--- config.mk ---
export PLATFORM = sky130hd
export DESIGN_NAME = alu_datapath
export DESIGN_NICKNAME = d
export VERILOG_FILES = /design/src/rtl/alu_datapath.sv
export SDC_FILE = /design/constraint.sdc
export NUM_CORES = 1
export LEC_CHECK = 0
export CAP_MARGIN = 0
export CORE_MARGIN = 5
export CORE_UTILIZATION = 50
export CTS_CLUSTER_SIZE = 10
export DETAILED_ROUTE_END_ITERATION = 6
export PLACE_DENSITY = 0.76
export SYNTH_ARGS = -nofsm -noshare
export SYNTH_HDL_FRONTEND = slang
export SYNTH_SLANG_ARGS = --single-unit
export TNS_END_PERCENT = 5
--- constraint.sdc ---
create_clock -name clk -period 6.76 [get_ports clk]
set_input_delay 2.028 -clock clk [delete_from_list [all_inputs] [get_ports clk]]
set_output_delay 2.028 -clock clk [all_outputs]
set_load 0.005 [all_outputs]
--- src/rtl/alu_datapath.sv ---
// Accumulator/carry datapath around a combinational 8-function ALU.
// A and CY feed the ALU and capture its result on enabled rising edges.
module alu_datapath #(
  parameter int unsigned WIDTH = 8
) (
  input  logic             clk,
  input  logic             nReset,
  input  logic             A_CE,
  input  logic             CY_CE,
  input  logic [2:0]       ALUCode,
  input  logic [WIDTH-1:0] R,
  output logic [WIDTH-1:0] A,
  output logic             CY,
  output logic [WIDTH-1:0] out,
  output logic             Co
);

  typedef enum logic [2:0] {
    OP_ADD = 3'b000,
    OP_SUB = 3'b001,
    OP_AND = 3'b010,
    OP_OR  = 3'b011,
    OP_XOR = 3'b100,
    OP_NOT = 3'b101,
    OP_LDR = 3'b110,
    OP_NOP = 3'b111
  } alu_op_e;

  alu_op_e          op;
  logic [WIDTH:0]   sum;
  logic [WIDTH:0]   diff;

  assign op = alu_op_e'(ALUCode);

  // One extra bit: carry out of the add, and borrow (sign) of the subtract.
  assign sum  = {1'b0, A} + {1'b0, R} + {{WIDTH{1'b0}}, CY};
  assign diff = {1'b0, A} - {1'b0, R} - {{WIDTH{1'b0}}, CY};

  always_comb begin
    out = A;
    Co  = 1'b0;
    case (op)
      OP_ADD: begin
        out = sum[WIDTH-1:0];
        Co  = sum[WIDTH];
      end
      OP_SUB: begin
        out = diff[WIDTH-1:0];
        Co  = diff[WIDTH];
      end
      OP_AND: out = A & R;
      OP_OR:  out = A | R;
      OP_XOR: out = A ^ R;
      OP_NOT: out = ~A;
      OP_LDR: out = R;
      OP_NOP: begin
        out = A;
        Co  = CY;
      end
      default: begin
        out = A;
        Co  = CY;
      end
    endcase
  end

  always_ff @(posedge clk) begin
    if (!nReset) begin
      A  <= '0;
      CY <= 1'b0;
    end else begin
      if (A_CE)
        A <= out;
      if (CY_CE)
        CY <= Co;
    end
  end

endmodule

==> out/results.tsv <==
metric	value	unit
Cell Pwr Density	153	nW/µm²
most frequent cells in the layout	inv_1, buf_4, clkdlybuf4s50_1	
Worst EP required	4.73	ns
vias in the first global route	1994	
clock skew	0.00293	ns
synth unique cells	55	
Logic pwr share	67.0	%
Hold Slack	0.619	ns
die area	5290	µm²
main flop type after synthesis	dfxtp_1	
H-Tree Depth	1	
post-route clock period utilization	99.4	%
P&R area growth vs syn	36.5	%
via count	2107	
most common cell after layout, fill and taps aside	inv_1	
dominant cell type by area after synthesis	ha_1	
Slew HR	62.9	%
Post-Syn Nets	303	
Diodes inserted	0	
initial antenna violation count	0	
CTS max path bufs	2	
crit path max fanout	2	
Tmin final	6.72	ns
CTS Buf Count	3	
core area	3740	µm²
DRT Pass-1 Iters	4	
clk slew on worst S/H paths	0.05	ns
CTS tree	done	
Yosys reg bits	9	
final WL	5.75	mm
P_int	247	µW
gr ovfl total	0	
outcome	finished clean	
Sequential Power Share	16.0	%
final setup fails	0	
sw frac	40.1	%
pre-CTS setup slack	-0.0531	ns
clock latency on the worst-skew pair	0.24	ns
MaxCap Viol Count	0	
initial drt markers	177	
Vias/cell	5.90	
Routed Antenna Nets	0	
Post-Syn Instances	254	
Worst VDD drop	0.000102	V
setup slack after layout	0.0424	ns
WL per Instance	16.1	µm
Achievable Freq	149	MHz
row cnt	22	
NetSw	165	µW
hold_buf cts	0	
first-pass GRT wire length	9.26	mm
Hold/Removal Path Class	reg2reg	
asr flop ratio synth	0	%
# IOs	33	
Initial Util	52.6	%
crit end category	primary output	
Port-buffer cells	32	
Final Power	412	µW
Root Driver	clkbuf_8	
Leak Pwr	1.20	nW
routability cong.	0.896	
Clk network pwr share	17.0	%
Final Hold Viols	0	
number of nets in the layout	359	
CP arrival	4.69	ns
Ys Warns	0	
Tot GR Track Use	21.8	%
register area share after synthesis	9.15	%
post-synth top area share	19.1	%
post-DP HPWL	4.32	mm
DRC violations left	0	
share of cells above drive strength 1	19.1	%
DIE HEIGHT	72.8	µm
Max Slew Vio Count	0	
fin util	71.8	%
Post-Syn Area	1970	µm²
Final Cell Area	2690	µm²
Worst setup SP type	primary input	
Setup CP Type	in2out	
Area after DPL	2500	µm²
Worst Tran Pin Value	0.555	ns
number of synthesized flops with an enable pin	0	
Num Clock Sinks	9	
Mean Syn Cell Area	7.75	µm²
largest net degree at the start of global routing	38	
Die W	72.8	µm
Synth area leaders	ha_1, dfxtp_1, inv_1	
repair_timing:
action / in CTS / in global routing
gates resized for setup: 7 / 16
gates cloned: 0 / 0
buffers inserted: 0 / 2
pin swaps: 0 / 5
endpoints found under the setup margin: 5 / 8
cell type report:
| class | count | area, µm² |
|---|---|---|
| multi-input cells | 198 | 1700 |
| fillers | 314 | 1060 |
| repair buffers | 63 | 569 |
| flip-flops and latches | 9 | 180 |
| inverters | 35 | 131 |
| well taps | 48 | 60.1 |
| clock buffers | 4 | 45.0 |
flip-flops by register name (all words and copies together), names as in the netlist:
name	flops
A	8
CY	1
routing by layer:
layer / GRT usage (%) / vias up / wire, µm
li1: - / 1022 / -
met1: 28.9 / 989 / 2400
met2: 37.2 / 88 / 2720
met3: 3.44 / 8 / 548
met4: 4.71 / 0 / 77
met5: 0 / - / 0
through the flow:
step                cells  setup TNS [ns]
detailed placement    351          -0.120
floorplan             254               0
global placement      351         -0.0762
global route          357         -0.0350
finish                357               0
CTS                   355               0
power groups by stage:
stage	combinational [mW]	clock, mW	sequential, mW
2_1_floorplan	0.151	0	0.0659
3_3_place_gp	0.242	0	0.0668
3_5_place_dp	0.244	0	0.0670
4_1_cts	0.250	0.0704	0.0660
5_1_grt	0.301	0.0735	0.0674
6_report	0.276	0.0701	0.0659
cells by family after synthesis:
kind of cell | Yosys count | synth area share, %
buffers and inverters | 47 | 10.5
XOR/XNOR | 7 | 3.11
AND/OR/NAND/NOR | 65 | 17.9
multiplexers | 13 | 7.94
adder cells (fa/ha/maj) | 34 | 23.1
AO/OA/AOI/OAI | 79 | 28.3
flip-flops | 9 | 9.15
cell usage after synthesis, drive strengths merged (6+ instances only):
| library cell | number |
|---|---|
| a21oi | 9 |
| xnor2 | 6 |
| inv | 35 |
| ha | 30 |
| o21a | 8 |
| o22ai | 6 |
| dfxtp | 9 |
| nor2 | 15 |
| a211oi | 6 |
| nand2b | 6 |
| nand2 | 12 |
| o21ai | 18 |
| mux2i | 10 |
| buf | 10 |
| nor2b | 7 |
worst paths after layout:
check        endpoint  depth (start not counted)  from  slack [ns]
max reg2reg      A[7]                         10  A[0]        4.12
min              A[3]                          2  A[3]        0.62
max            out[7]                         11  R[4]        0.04
min reg2reg      A[3]                          2  A[3]        0.62
critical path, stage by stage:
cell             delay (ns)
clkdlybuf4s50_1        0.48
inv_1                  0.05
ha_1                   0.30
ha_2                   0.30
o21ai_1                0.25
buf_4                  0.17
a32oi_2                0.05
mux2i_1                0.15
nor4_2                 0.35
nand2_1                0.10
clkdlybuf4s50_1        0.46
Power figures use the tool's default switching activity.
==> RTL change 1 (same settings) <==
Put a register stage on the output `Co`. The value now appears one clock later. The other outputs are not delayed to match.
--- a/src/rtl/alu_datapath.sv
+++ b/src/rtl/alu_datapath.sv
@@ -28,2 +28,4 @@
 
+  logic Co_d;
+
   alu_op_e          op;
@@ -40,3 +42,3 @@
     out = A;
-    Co  = 1'b0;
+    Co_d = 1'b0;
     case (op)
@@ -44,3 +46,3 @@
         out = sum[WIDTH-1:0];
-        Co  = sum[WIDTH];
+        Co_d = sum[WIDTH];
       end
@@ -48,3 +50,3 @@
         out = diff[WIDTH-1:0];
-        Co  = diff[WIDTH];
+        Co_d = diff[WIDTH];
       end
@@ -57,3 +59,3 @@
         out = A;
-        Co  = CY;
+        Co_d = CY;
       end
@@ -61,3 +63,3 @@
         out = A;
-        Co  = CY;
+        Co_d = CY;
       end
@@ -74,4 +76,8 @@
       if (CY_CE)
-        CY <= Co;
+        CY <= Co_d;
     end
+  end
+
+  always_ff @(posedge clk) begin
+    Co <= Co_d;
   end
Check against the original RTL: not equivalent (Yosys sat finds a counterexample within 4 cycles, from zero or initial values and one cycle with nReset low).
==> RTL change 1 against the original RTL <==
- sequential cell count increased by 1
- power fell by 12%
- area after synthesis grew 2.0%
- synthesized cell count is 3.1% higher
- hold slack got worse by 0.066 ns
- cell count down 1.7%
- wire length is 6.1% lower
- cell area is 7.2% lower
- worst setup slack better by 0.025 ns
- highest routed layer unchanged
==> RTL change 1: results (changes against the original RTL) <==
CP Max Fanout 6 (was 2); Slew headroom 0.592 (was 0.629); Reg2Reg Depth 9 (was 10); status completed (unchanged); Syn Inst Count 262 (was 254); first-pass GRT wire length 8770 um (was 9260 um); Yosys cell types 61 (was 55); register area share after synthesis 0.0996 (was 0.0915); nets@finish 352 (was 359); P_leak 1.09 nW (was 1.20 nW); Routed WL 5390 um (was 5750 um); share of cells above drive strength 1 0.130 (was 0.191); largest stage delay on the critical path 0.54 ns (was 0.48 ns); Ys Warns 0 (unchanged); First DRT Iteration DRCs 74 (was 177); Pint 215 uW (was 247 uW); Peak VDD IR 0.0000831 V (was 0.000102 V); Mapped Nets 311 (was 303); DR WL/cell 15.4 um (was 16.1 um); hpwl dp 4230 um (was 4320 um); top post-synthesis cells by area ha_1 19%, dfxtp_1 10%, inv_1 5.6% (was ha_1 19%, dfxtp_1 9.1%, inv_1 6.7%); Post-synth top cells 30 x ha_1, 30 x inv_1, 22 x a21oi_1, 22 x o21ai_0, 19 x nand2_1 (was 35 x inv_1, 30 x ha_1, 17 x o21ai_0); Largest regs A: 8 flops, CY: 1 flops, Co: 1 flops (was A: 8 flops, CY: 1 flops); vias per inst 5.83 (was 5.90); clk_skew 0.00272 ns (was 0.00293 ns); Total GRT Usage 0.203 (was 0.218); global placement routability congestion 0.865 (was 0.896); number of global-route vias before repair 1949 (was 1994)
[RTL change 1: metal layers]
metal  track usage  part of all wire  vias to the layer above  wire (um)
li1              -                 -                     1017          -
met1         0.258              0.45                      956       2430
met2         0.346              0.48                       58       2590
met3        0.0192             0.042                       15        225
met4        0.0865             0.027                        0        146
met5             0                 0                        -          0
[RTL change 1: cells by family (layout without fill, tap and decap cells)]
logic type | count (synthesis) | count (layout) | share of synthesized area
AO/OA/AOI/OAI | 87 | 87 | 0.285
flip-flops | 10 | 10 | 0.0996
XOR/XNOR | 10 | 10 | 0.0436
AND/OR/NAND/NOR | 71 | 71 | 0.208
buffers and inverters | 44 | 83 | 0.100
adder cells (fa/ha/maj) | 34 | 34 | 0.227
multiplexers | 6 | 6 | 0.0374
[RTL change 1: cell type report]
| cell class | instances | area, sq um |
|---|---|---|
| multi-input cells | 208 | 1620 |
| fillers | 367 | 1450 |
| repair buffers | 49 | 453 |
| flip-flops and latches | 10 | 200 |
| inverters | 31 | 116 |
| well taps | 50 | 62.6 |
| clock buffers | 3 | 41.3 |
[RTL change 1: timing repair]
| item | 4_1_cts | 5_1_grt |
|---|---|---|
| setup buffers | 0 | 0 |
| gates resized for setup | 1 | 5 |
| setup endpoints to repair | 1 | 6 |
| pin swaps | 0 | 5 |
[RTL change 1: worst max-delay path: cells and delay by family]
kind,cells,cell delay (ns)
buffers and inverters,3,1.05
AOI/OAI and AO/OA,4,0.90
adders and majority gates,2,0.58
and+or+nand+nor,1,0.09
[RTL change 1: metrics by stage]
| step | cell area [sq um] | TNS, ns | hold slack, ns | setup WS, ns |
|---|---|---|---|---|
| final | 2490 | 0 | 0.552 | 0.0677 |
| after global routing | 2490 | -0.0800 | 0.581 | -0.0800 |
| after CTS | 2480 | 0 | 0.555 | 0.0304 |
| after detailed placement | 2430 | -0.00963 | 0.544 | -0.00963 |
| after global placement | 2430 | 0 | 0.542 | 0.0575 |
| after floorplan | 2010 | 0 | 0.524 | 1.17 |
[RTL change 1: final timing paths]
path / start / to / slack (ns)
worst max register to register: A[0] / A[5] / 4.29
worst min-delay path: A[0] / A[0] / 0.55
worst max-delay path: R[3] / out[7] / 0.07
worst min register to register: A[0] / A[0] / 0.55
[RTL change 1: power groups by stage]
stage | Sequential (mW) | Clock (mW) | Combinational (mW)
floorplan | 0.0728 | 0 | 0.143
global placement | 0.0737 | 0 | 0.214
detailed placement | 0.0740 | 0 | 0.219
CTS | 0.0727 | 0.0677 | 0.223
global route | 0.0740 | 0.0712 | 0.247
finish | 0.0727 | 0.0653 | 0.225
==> RTL change 2 (config.mk and constraints unchanged) <==
Without the edit above. Change the parameter `WIDTH` from 8 to 9.
--- a/src/rtl/alu_datapath.sv
+++ b/src/rtl/alu_datapath.sv
@@ -3,3 +3,3 @@
 module alu_datapath #(
-  parameter int unsigned WIDTH = 8
+  parameter int unsigned WIDTH = 9
 ) (
Interface: changed (resized A, R and out); port bits go from 33 to 36. No check against the original RTL was run, so the function may have changed too.
==> RTL change 2 against the original RTL <==
- sequential share of layout area is 0.079 points higher
- power is 8.4% higher
- sequential cell count is 1 higher
- worst setup slack better by 0.0041 ns
- register-to-register slack worse by 0.15 ns
- area after synthesis is 14% higher
- wire length is 21% higher
- cell area is 9.8% higher
- critical path depth is 2 lower
==> RTL change 2: results (changes against the original RTL) <==
status completed (unchanged); Largest regs A: 9 flops, CY: 1 flops (was A: 8 flops, CY: 1 flops); nets@finish 408 (was 359); largest stage delay on the critical path 0.55 ns (was 0.48 ns); H-tree Lvls 1 (unchanged); min-delay worst type reg -> reg (unchanged); DRC 0 (unchanged); top post-synthesis cells by area ha_1 19%, dfxtp_1 8.9%, inv_1 6.2% (was ha_1 19%, dfxtp_1 9.1%, inv_1 6.7%); clk_skew 0.00575 ns (was 0.00293 ns); Peak VDD IR 0.0000836 V (was 0.000102 V); worst slack, placed -0.227 ns (was -0.0531 ns); P_leak 1.32 nW (was 1.20 nW); Mapped Nets 351 (was 303); setup slack, reg-to-reg 3.97 ns (was 4.12 ns); CTS Buffer Depth 2 (unchanged); First DRT Iteration DRCs 179 (was 177); Worst Max-Slew Pin Slew 0.726 ns (was 0.555 ns); fraction of registers with async set/reset 0 (unchanged); Total GRT Usage 0.230 (was 0.218); initial antenna violation count 0 (unchanged); Yosys cell types 60 (was 55); CTS root buf clkbuf_8 (unchanged); Ant. Diodes 0 (unchanged); Num CTS Buffers 3 (unchanged); DRT Pass-1 Iters 5 (was 4); largest net degree at the start of global routing 23 (was 38); Worst EP arrival 4.69 ns (about the same); vias per inst 5.99 (was 5.90); buffers added on ports 35 (was 32); first-pass GRT wire length 11200 um (was 9260 um); hpwl dp 5280 um (was 4320 um); slowest CP cell clkdlybuf4s50_1 (unchanged); register area share after synthesis 0.0892 (was 0.0915); Synth Flop Type dfxtp_1 (unchanged); global placement routability congestion 0.955 (was 0.896); CP Max Fanout 7 (was 2); Post-synth top cells 37 x inv_1, 34 x ha_1, 18 x a21oi_1 (was 35 x inv_1, 30 x ha_1, 17 x o21ai_0); Ys Warns 0 (unchanged); Routed WL 6950 um (was 5750 um); clk_lat worst skew 0.25 ns; Final ANT Viol Nets 0 (unchanged); final period utilization 0.993 (was 0.994); number of global-route vias before repair 2336 (was 1994); share of cells above drive strength 1 0.156 (was 0.191); post-synth top area share 0.190 (was 0.191); CTS clk-pin slew, worst paths 0.06 ns
[RTL change 2: layout make-up]
cell class              instances  area (sq um)
clock buffers                   4          55.1
repair buffers                 67           592
multi-input cells             235          1900
flip-flops and latches         10           200
inverters                      37           139
well taps                      52          65.1
fillers                       391          1400
[RTL change 2: through the flow]
step                      utilization  power (mW)  hold WS [ns]  cells  instance area [sq um]
after floorplan                     -       0.239         0.517    297                   2240
after global placement          0.642       0.339         0.532    398                   2800
after detailed placement        0.642       0.342         0.551    398                   2800
after CTS                       0.661       0.432         0.562    405                   2880
after global routing            0.678       0.483         0.605    405                   2950
final                           0.678       0.447         0.553    405                   2950
[RTL change 2: layer usage]
| layer | routed length [um] | global-route usage | part of all wire |
|---|---|---|---|
| met2 | 3400 | 0.390 | 0.49 |
| met5 | 0 | 0 | 0 |
| met1 | 2860 | 0.283 | 0.41 |
| met4 | 238 | 0.113 | 0.034 |
| met3 | 447 | 0.0293 | 0.064 |
[RTL change 2: what timing repair did]
item | 4_1_cts | 5_1_grt
resized for setup | 3 | 13
buffers inserted | 3 | 0
pin swaps | 1 | 1
setup endpoints to repair | 6 | 6
[RTL change 2: worst paths after layout]
path              depth (start not counted)  endpoint  startpoint
setup / recovery                          9    out[7]        R[2]
hold / removal                            2      A[0]        A[0]
setup reg to reg                         10      A[7]        A[0]
hold reg to reg                           2      A[0]        A[0]
[RTL change 2: kinds of logic (layout without fill, tap and decap cells)]
family	after synthesis	in the layout	share of synthesized area
mux	12	12	0.0547
flops	10	10	0.0892
xor+xnor	12	12	0.0468
simple gates	80	80	0.190
compound gates	93	93	0.296
fa+ha+maj	38	38	0.225
buf+inv	52	108	0.0976
[RTL change 2: critical path, delay by kind of cell]
| kind | cells | cell delay [ns] |
|---|---|---|
| compound gates | 2 | 0.65 |
| buf+inv | 3 | 1.08 |
| simple gates | 2 | 0.38 |
| fa+ha+maj | 1 | 0.39 |
| mux | 1 | 0.16 |
[RTL change 2: where the power goes]
part / switching (mW) / leakage, nW / internal (mW) / total, mW
Clock: 0.0309 / 0.0288 / 0.0516 / 0.0825
Sequential: 0.00908 / 0.0828 / 0.0642 / 0.0733
Combinational: 0.146 / 1.21 / 0.145 / 0.291
Total: 0.186 / 1.32 / 0.261 / 0.447
